===== src/rtl/imem_loader_if.sv =====
// Byte stream in / instruction-memory byte write out, as seen by imem_loader.
//
// Stream handshake: a byte moves on a rising clk edge where in_valid and
// in_ready are both high. The source may raise in_valid at any time and
// must hold in_data stable while in_valid is high and in_ready is low.
// in_ready depends only on loader state, never on in_valid.
// Write port: mem_we is a single-cycle strobe; mem_addr/mem_wdata hold their
// last value while mem_we is low.
interface imem_loader_if #(
  parameter int ADDR_W = 12
);
  logic              in_valid;
  logic [7:0]        in_data;
  logic              in_ready;
  logic              mem_we;
  logic [ADDR_W-1:0] mem_addr;
  logic [7:0]        mem_wdata;

  // Byte source plus memory observer (boot/debug side, testbench).
  modport master (
    output in_valid, in_data,
    input  in_ready, mem_we, mem_addr, mem_wdata
  );

  // The loader itself.
  modport slave (
    input  in_valid, in_data,
    output in_ready, mem_we, mem_addr, mem_wdata
  );
endinterface


===== src/rtl/imem_loader.sv =====
// imem_loader: writes a byte stream into the instruction memory starting at
// BASE_ADDR, one byte write per accepted byte, while stalling the core.
// Byte 4n+i lands at BASE_ADDR+4n+i, so fetch sees little-endian words.
// Optional macro IMEM_LOADER_CHECKSUM_EN adds a trailing XOR checksum byte
// that is consumed (not written) and compared against the data bytes.
module imem_loader #(
  parameter int ADDR_W    = 12,
  parameter int BASE_ADDR = 0,
  parameter int LEN_W     = 11
) (
  input  logic             clk,
  input  logic             rst_n,
  input  logic             start,
  input  logic [LEN_W-1:0] len_words,
  input  logic             abort,
  imem_loader_if.slave     bus,
  output logic             busy,
  output logic             core_stall,
  output logic             done,
  output logic             err,
  output logic [1:0]       dbg_state
);

  // Words that fit between BASE_ADDR and the top of memory.
  localparam int unsigned CAPACITY = ((1 << ADDR_W) - BASE_ADDR) / 4;
  // Byte counter wide enough for len_words*4.
  localparam int CNT_W = LEN_W + 2;

  typedef enum logic [1:0] {
    S_IDLE = 2'd0,
    S_LOAD = 2'd1,
    S_DONE = 2'd2
`ifdef IMEM_LOADER_CHECKSUM_EN
    , S_CHECK = 2'd3
`endif
  } state_t;

`ifdef IMEM_LOADER_CHECKSUM_EN
  // After the last data byte (or straight away for an empty load) the
  // checksum byte still has to be consumed.
  localparam state_t DATA_END  = S_CHECK;
  localparam state_t EMPTY_END = S_CHECK;
`else
  localparam state_t DATA_END  = S_DONE;
  localparam state_t EMPTY_END = S_DONE;
`endif

  state_t            state, state_nxt;
  logic              ready_c;
  logic [CNT_W-1:0]  count;
  logic [CNT_W-1:0]  total;
  logic              we_q;
  logic [ADDR_W-1:0] addr_q;
  logic [7:0]        wdata_q;
  logic              err_q;
  logic              xfer;
  logic              last_byte;
  logic              len_zero;
  logic              len_over;
  logic              accept_start;
`ifdef IMEM_LOADER_CHECKSUM_EN
  logic [7:0]        csum_q;
`endif

  assign xfer         = (state == S_LOAD) && bus.in_valid;
  assign last_byte    = (count == total - CNT_W'(1));
  assign len_zero     = (len_words == '0);
  assign len_over     = (32'(len_words) > CAPACITY);
  assign accept_start = (state == S_IDLE) && start;

  // State register.
  always_ff @(posedge clk or negedge rst_n) begin
    if (!rst_n) state <= S_IDLE;
    else        state <= state_nxt;
  end

  // Next state and stream ready; abort wins over a final-byte transfer.
  always_comb begin
    state_nxt = state;
    ready_c   = 1'b0;
    case (state)
      S_IDLE: begin
        if (start) begin
          if (len_over)      state_nxt = S_DONE;
          else if (len_zero) state_nxt = EMPTY_END;
          else               state_nxt = S_LOAD;
        end
      end
      S_LOAD: begin
        ready_c = 1'b1;
        if (abort)                          state_nxt = S_IDLE;
        else if (bus.in_valid && last_byte) state_nxt = DATA_END;
      end
`ifdef IMEM_LOADER_CHECKSUM_EN
      S_CHECK: begin
        ready_c = 1'b1;
        if (abort)             state_nxt = S_IDLE;
        else if (bus.in_valid) state_nxt = S_DONE;
      end
`endif
      S_DONE:  state_nxt = S_IDLE;
      default: state_nxt = S_IDLE;
    endcase
  end

  // Load bookkeeping: length latch, byte counter and sticky error.
  always_ff @(posedge clk or negedge rst_n) begin
    if (!rst_n) begin
      count <= '0;
      total <= '0;
      err_q <= 1'b0;
    end else begin
      if (accept_start) begin
        count <= '0;
        total <= {len_words, 2'b00};
        err_q <= len_over;
      end else if (xfer) begin
        count <= count + CNT_W'(1);
      end
      if (abort && (state == S_LOAD)) err_q <= 1'b1;
`ifdef IMEM_LOADER_CHECKSUM_EN
      if ((state == S_CHECK) && (abort || (bus.in_valid && (bus.in_data != csum_q))))
        err_q <= 1'b1;
`endif
    end
  end

  // Registered byte write, one cycle after acceptance; address/data hold
  // between writes. A byte taken in an abort cycle is still written.
  always_ff @(posedge clk or negedge rst_n) begin
    if (!rst_n) begin
      we_q    <= 1'b0;
      addr_q  <= '0;
      wdata_q <= '0;
    end else begin
      we_q <= xfer;
      if (xfer) begin
        addr_q  <= ADDR_W'(BASE_ADDR) + ADDR_W'(count);
        wdata_q <= bus.in_data;
      end
    end
  end

`ifdef IMEM_LOADER_CHECKSUM_EN
  // Running XOR of this load's data bytes.
  always_ff @(posedge clk or negedge rst_n) begin
    if (!rst_n)            csum_q <= '0;
    else if (accept_start) csum_q <= '0;
    else if (xfer)         csum_q <= csum_q ^ bus.in_data;
  end
`endif

  assign bus.in_ready  = ready_c;
  assign bus.mem_we    = we_q;
  assign bus.mem_addr  = addr_q;
  assign bus.mem_wdata = wdata_q;
  assign busy          = (state != S_IDLE);
  assign core_stall    = busy;
  assign done          = (state == S_DONE);
  assign err           = err_q;
  assign dbg_state     = state;

endmodule

===== src/flat_wrapper.sv =====
// flat-port wrapper written by rule: the top's interface ports become plain ports
module imem_loader_flat 
#(
  parameter int ADDR_W    = 12,
  parameter int BASE_ADDR = 0,
  parameter int LEN_W     = 11
)
  (clk, rst_n, start, len_words, abort, busy, core_stall, done, err, dbg_state, bus_in_valid, bus_in_data, bus_in_ready, bus_mem_we, bus_mem_addr, bus_mem_wdata);
  imem_loader_if #(.ADDR_W(ADDR_W)) bus_i ();
  input  logic clk;
  input  logic rst_n;
  input  logic start;
  input  logic [LEN_W-1:0] len_words;
  input  logic abort;
  output logic busy;
  output logic core_stall;
  output logic done;
  output logic err;
  output logic [1:0] dbg_state;
  input wire logic [$bits(bus_i.in_valid)-1:0] bus_in_valid;
  input wire logic [$bits(bus_i.in_data)-1:0] bus_in_data;
  output wire logic [$bits(bus_i.in_ready)-1:0] bus_in_ready;
  output wire logic [$bits(bus_i.mem_we)-1:0] bus_mem_we;
  output wire logic [$bits(bus_i.mem_addr)-1:0] bus_mem_addr;
  output wire logic [$bits(bus_i.mem_wdata)-1:0] bus_mem_wdata;
  assign bus_i.in_valid = bus_in_valid;
  assign bus_i.in_data = bus_in_data;
  assign bus_in_ready = bus_i.in_ready;
  assign bus_mem_we = bus_i.mem_we;
  assign bus_mem_addr = bus_i.mem_addr;
  assign bus_mem_wdata = bus_i.mem_wdata;
  imem_loader #(.ADDR_W(ADDR_W), .BASE_ADDR(BASE_ADDR), .LEN_W(LEN_W)) u_core (.clk(clk), .rst_n(rst_n), .start(start), .len_words(len_words), .abort(abort), .bus(bus_i), .busy(busy), .core_stall(core_stall), .done(done), .err(err), .dbg_state(dbg_state));
endmodule

===== config.mk =====
export PLATFORM = sky130hd
export DESIGN_NAME = imem_loader_flat
export DESIGN_NICKNAME = d
export VERILOG_FILES = /design/src/rtl/imem_loader_if.sv /design/src/rtl/imem_loader.sv /design/src/flat_wrapper.sv
export SDC_FILE = /design/constraint.sdc
export NUM_CORES = 1
export LEC_CHECK = 0
export ABC_AREA = 1
export CAP_MARGIN = 40
export CORE_MARGIN = 2
export CORE_UTILIZATION = 40
export CTS_CLUSTER_SIZE = 30
export DETAILED_ROUTE_END_ITERATION = 10
export PLACE_DENSITY = 0.67
export SYNTH_ARGS = -nofsm -noshare
export SYNTH_HDL_FRONTEND = slang
export SYNTH_SLANG_ARGS = --single-unit

===== constraint.sdc =====
create_clock -name clk -period 1.7 [get_ports clk]
set_clock_uncertainty 0.1 [all_clocks]
set_input_delay 0.17 -clock clk [delete_from_list [all_inputs] [get_ports clk]]
set_output_delay 0.17 -clock clk [all_outputs]
set_load 0.01 [all_outputs]

## Yosys cells after proc, flatten, opt, wreduce, memory -nomap -nowiden

Cells that the tools add are included.

| operators by class | value |
|---|---|
| shift-type cells | 0 |
| reduce and logical (&&, ||, !) cells | 10 |
| multipliers | 0 |
| magnitude comparators | 1 |
| eq/ne operators | 5 |
| muxes and demuxes | 11 |
| bitwise operators | 0 |
| div/mod/pow operators | 0 |
| add/sub/neg operators | 2 |

Operator list:

| cell | count |
|---|---|
| two-way mux 13 bit | 2 |
| adder 13 x 1 -> 13 bit (second input constant) | 1 |
| == test 13 bit | 1 |
| subtractor 13 x 1 -> 13 bit (second input constant) | 1 |
| > comparator 11 bit (second input constant) | 1 |
| zero test 11 bit | 1 |
| two-way mux 2 bit | 5 |
| nonzero test 2 bit | 3 |
| logical AND 1 bit | 4 |
| case mux 2 bit (2 select lines) | 1 |
| two-way mux 1 bit | 3 |
| != test 3 bit (second input constant) | 1 |
| == test 2 x 1 -> 1 bit (second input constant) | 1 |
| == test 2 bit (second input constant) | 1 |
| zero test 2 bit | 1 |
| != test 2 bit (second input constant) | 1 |
| AND reduction 2 bit | 1 |

| word-level totals | value |
|---|---|
| memories kept | 0 |
| memory bits (read-only) | 0 |
| bits in latches | 0 |
| bits in registers | 48 |
| output and inout bits | 28 |
| input bits | 24 |
| memory bits (writable) | 0 |

## Logic depth before layout (Yosys ltp)

| depth | value |
|---|---|
| word-level depth | 6 |
| depth in mapped cells | 15 |
| mapped depth without buffers | 14 |

## Worst setup path before layout

No wires, ideal clock.

| path | value |
|---|---|
| path kind | register to register |
| start point | reg u_core.total[2] |
| end point | reg u_core.state[0] (netlist: u_core.dbg_state[0]) |
| arrival | 1,456 ps |
| path buffers | 1 |
| period minus slack after synthesis | 1,672 ps |
| setup slack | 28 ps |
| required time | 1,484 ps |
| stages on the path, launching flop included | 15 |
| cells stage by stage | dfrtp_1 > inv_1 > ha_1 > buf_4 > nand2_2 > nor2_2 > nand2_1 > nand2_1 > nand2_1 > nand2_1 > nand2_1 > nor2_2 > nand3_2 > nand2_1 > nand2_1 |

| on the way | value |
|---|---|
| word-level cells in the longest chain between the ends | 5 |

RTL lines:

| what | RTL line | RTL |
|---|---|---|
| start, declared | imem_loader.sv:51 | `logic [CNT_W-1:0] total;` |
| start signal, assigned | imem_loader.sv:115 | `total <= {len_words, 2'b00};` |
| subtractor 13 x 1 -> 13 bit | imem_loader.sv:66 | `assign last_byte = (count == total - CNT_W'(1));` |
| == test 13 bit | imem_loader.sv:66 |  |
| logical AND 1 bit | imem_loader.sv:92 | `else if (bus.in_valid && last_byte) state_nxt = DATA_END;` |
| != test 3 bit (no line) | - |  |
| AND reduction 2 bit (no line) | - |  |
| end signal, assigned | imem_loader.sv:74 | `else state <= state_nxt;` |
| end, declared | imem_loader.sv:48 | `state_t state, state_nxt;` |

Every way passes these cells.
A chain may end at the register's enable or synchronous reset.

## Worst setup path in the final report

| path | value |
|---|---|
| start point | reg u_core.total[3] |
| end point | reg u_core.state[0] (netlist: u_core.dbg_state[0]) |

The elaborated chain is that of the path after synthesis.

==> out/results.tsv <==
stage	metric	value	unit
run_status	status	finished, final reports clean	
place	placed_cell_area	3210	sq um
timing	final-setup-viol-count	0	
place	io_buffers	51	
logic_synthesis	synth.yosys.seq_area_share	47.5	%
power_and_ir_drop	p_sw	1.79	mW
power_and_ir_drop	sw_frac_of_total	37.3	%
grt	grt_overflow	0	
cells_and_area	layout-drive-gt1-share	18.3	%
floorplan	ios	52	
job	count_of_max_cap_constraint_violations	0	
detailed_routing	routedWlPerCell	12.7	um
power_and_ir_drop	clkPwrFrac	19.1	%
grt	grt_first_pass_wirelength	10000	um
timing	tns	0	ns
min_path	min-delay-path-class	in2async	
timing	post-route-period-util	98.8	%
setup_path	worstSetupStartpointType	flop	
cells_and_area	syn_to_final_growth	36.1	%
logic_synthesis	post-synth-top-area-cell	dfrtp_1	
grt	grt_start_max_net_pins	34	
grt	grt_use_total	17.7	%
floorplan	core.rowCount	28	
detailed_routing	vias_per_cell	4.81	
cells_and_area	insertedDiodeCount	0	
timing	timing_worst_slew_pin_value	0.417	ns
timing	finalHoldViolations	0	
timing	hold-worst-slack	0.218	ns
detailed_routing	via_count	2287	
place	gpl.final_weighted_congestion	0.845	
cells_and_area	filler_cell_count	590	
logic_synthesis	yosys_register_bits	48	
floorplan	vert_die_dim	83.6	um
power_and_ir_drop	internal_power	3.01	mW
clocking	tritoncts.num_buffers	5	
timing	period_minus_slack	1.68	ns
logic_synthesis	synth.top_cells.by_area	dfrtp_1 (47%), nand2_1 (16%), o21ai_0 (4.9%), nor2_1 (4.6%), inv_1 (4.4%)	
setup_path	required	1.81	ns
setup_path	critPathArrivalTime	1.79	ns
timing	maximum_operating_frequency	595	MHz
logic_synthesis	synth_area	2530	sq um
clocking	cts_tree	yes	
place	post-dp-hpwl	4500	um
power_and_ir_drop	p_total	4.79	mW
clocking	cts.htree.levels	2	
clocking	clk_latency	0.31	ns
logic_synthesis	synth_largest_type_area_fraction	47.5	%
power_and_ir_drop	comb_power_share	44.8	%
clocking	cts_num_sinks	48	
setup_path	worst-setup-path-type	reg2reg	
power_and_ir_drop	peakVddDrop	0.744	mV
timing	timing_max_transition_violations_final	0	
logic_synthesis	synth-warning-count	0	
power_and_ir_drop	sequentialPowerShare	36.1	%
power_and_ir_drop	pwr_density_cell	1390	nW/um^2
cells_and_area	finish.utilization	57.2	%
logic_synthesis	ys_types	30	
grt	first_global_vias	2133	
grt	antenna_violations_before_repair	0	
cells_and_area	stdcell_area	3450	sq um
cells_and_area	nets	425	
detailed_routing	drt_pre_antenna_iters	4	
clocking	clk_pin_slew_worst_paths	0.09	ns
floorplan	floorplan.initialDensity	42.0	%
power_and_ir_drop	power.leakage	1.62	nW
detailed_routing	drt_iter0_markers	180	
logic_synthesis	post_synth.cell_area_avg	7.72	sq um
logic_synthesis	post_synth_inst_count	328	
floorplan	die_x	83.6	um
detailed_routing	totalWireLength	6050	um
timing	rsz0062_at_grt	true	
logic_synthesis	syn-num-nets	354	
detailed_routing	route.detailed.drc	0	
floorplan	fp.coreArea	6030	sq um
clocking	max-clock-path-buffers	2	
setup_path	setup.worst_path.end_class	flop	
timing	max_slew_margin	72.2	%
detailed_routing	postRouteAntennaNets	0	
floorplan	fp.dieArea	6980	sq um
setup_path	cp_max_fo	3	
clocking	cts.root.buffer_cell	clkbuf_8	
-- placed cells by master, fill, tap and decap left out, types with 2 or more instances in the layout --
master / synthesis / routed
nand2_1: 109 / 108
clkdlybuf4s50_1: 0 / 46
dfrtp_1: 48 / 45
nor2_1: 31 / 28
inv_1: 30 / 26
o21ai_0: 25 / 25
buf_4: 2 / 20
nand3_1: 17 / 17
nor2_2: 10 / 10
a21oi_1: 9 / 9
clkbuf_8: 0 / 7
inv_2: 3 / 6
xor2_1: 6 / 6
nand3_2: 5 / 5
nor2_4: 2 / 5
nor3_1: 4 / 4
nand2_2: 2 / 3
dlygate4sd2_1: 0 / 3
dfrtp_2: 0 / 3
nor3_2: 2 / 2
a211oi_1: 2 / 2
xnor2_1: 2 / 2
a21oi_2: 2 / 2
buf_12: 0 / 2
-- synth_stat cells --
cell type,instances
a211oi_1,2
a21oi_1,9
a21oi_2,2
a22oi_1,1
buf_2,4
buf_4,2
buf_6,1
clkbuf_1,3
dfrtp_1,48
ha_1,2
inv_1,30
inv_2,3
inv_4,1
nand2_1,109
nand2_2,2
nand2_4,1
nand3_1,17
nand3_2,5
nor2_1,31
nor2_2,10
nor2_4,2
nor3_1,4
nor3_2,2
nor4_1,1
o21ai_0,25
o21ai_1,1
o21ai_2,1
o21bai_1,1
xnor2_1,2
xor2_1,6
-- layout make-up --
cell class	count	area, sq um	share of cell area [%]
clock buffers	7	96.3	2.80
repair buffers	74	704	20.4
multi-input cells	236	1180	34.3
inverters	34	134	3.89
well taps	75	93.8	2.72
flip-flops and latches	48	1200	35.0
clock inverters	1	30.0	0.871
-- path summary, 6_finish.rpt --
kind / startpoint / endpoint / slack, ns / depth (start not counted)
max: u_core.total[3] / u_core.dbg_state[0] / 0.02 / 10
min: rst_n / u_core.bus.mem_addr[11] / 0.22 / 2
max reg2reg: u_core.total[3] / u_core.dbg_state[0] / 0.02 / 10
min reg2reg: u_core.bus.mem_wdata[5] / u_core.bus.mem_wdata[5] / 0.38 / 2
max in group asynchronous: rst_n / u_core.count[3] / 0.76 / 3
min in group clk: bus_in_data[0] / u_core.bus.mem_wdata[0] / 0.28 / 3
-- power by group through the flow --
stage	clock (mW)	combinational [mW]	sequential, mW
6_report	0.916	2.15	1.73
4_1_cts	0.941	2.03	1.71
3_5_place_dp	0	1.98	1.73
5_1_grt	0.983	2.39	1.77
3_3_place_gp	0	1.95	1.72
2_1_floorplan	0	1.10	1.74
-- state kept, by name, summed over array words and instances, names as in the netlist --
signal,cells
u_core.bus.mem_addr,12
u_core.bus.mem_wdata,8
u_core.dbg_state,2
u_core.count,13
u_core.total,11
u_core.bus.mem_we,1
u_core.err,1
-- routing by layer --
layer  share of wire [%]  routed length, um  vias up  global-route usage, %
met2                  47               2820       62                   28.0
met3                 4.3                260        9                   3.07
met4                 2.0                118        0                   7.77
met5                   0                  0        -                      0
li1                    -                  -     1173                      -
met1                  47               2840     1043                   24.0
-- repair_timing --
item	in CTS	in global routing
hold buffers	1	0
buffers inserted	0	6
resized for setup	8	13
setup endpoints to repair	5	6
hold endpoints to repair	15	0
pin swaps	1	2
-- logic make-up after synthesis --
| logic type | after synthesis | share of synthesized area (%) |
|---|---|---|
| buf+inv | 44 | 7.41 |
| compound gates | 42 | 9.14 |
| fa+ha+maj | 2 | 0.988 |
| simple gates | 184 | 32.2 |
| flops | 48 | 47.5 |
| xor+xnor | 8 | 2.77 |
-- stage by stage --
step | worst slack (ns) | cells
3_3_place_gp | -0.0577 | 460
6_report | 0.0204 | 475
2_1_floorplan | 0.0278 | 328
5_1_grt | -0.0716 | 475
3_5_place_dp | -0.148 | 460
4_1_cts | 0.0114 | 469
-- worst max-delay path, stage by stage, from the launching register on --
cell and delay (ns):
dfrtp_1 0.40, buf_4 0.14, nor2_2 0.13, nand2_2 0.09, nor2_2 0.12, xor2_1 0.15
nand2_1 0.08, nor2_2 0.12, nand3_2 0.13, nand2_1 0.08, nand2_1 0.04
No activity file was read; power rests on OpenSTA's default activity.
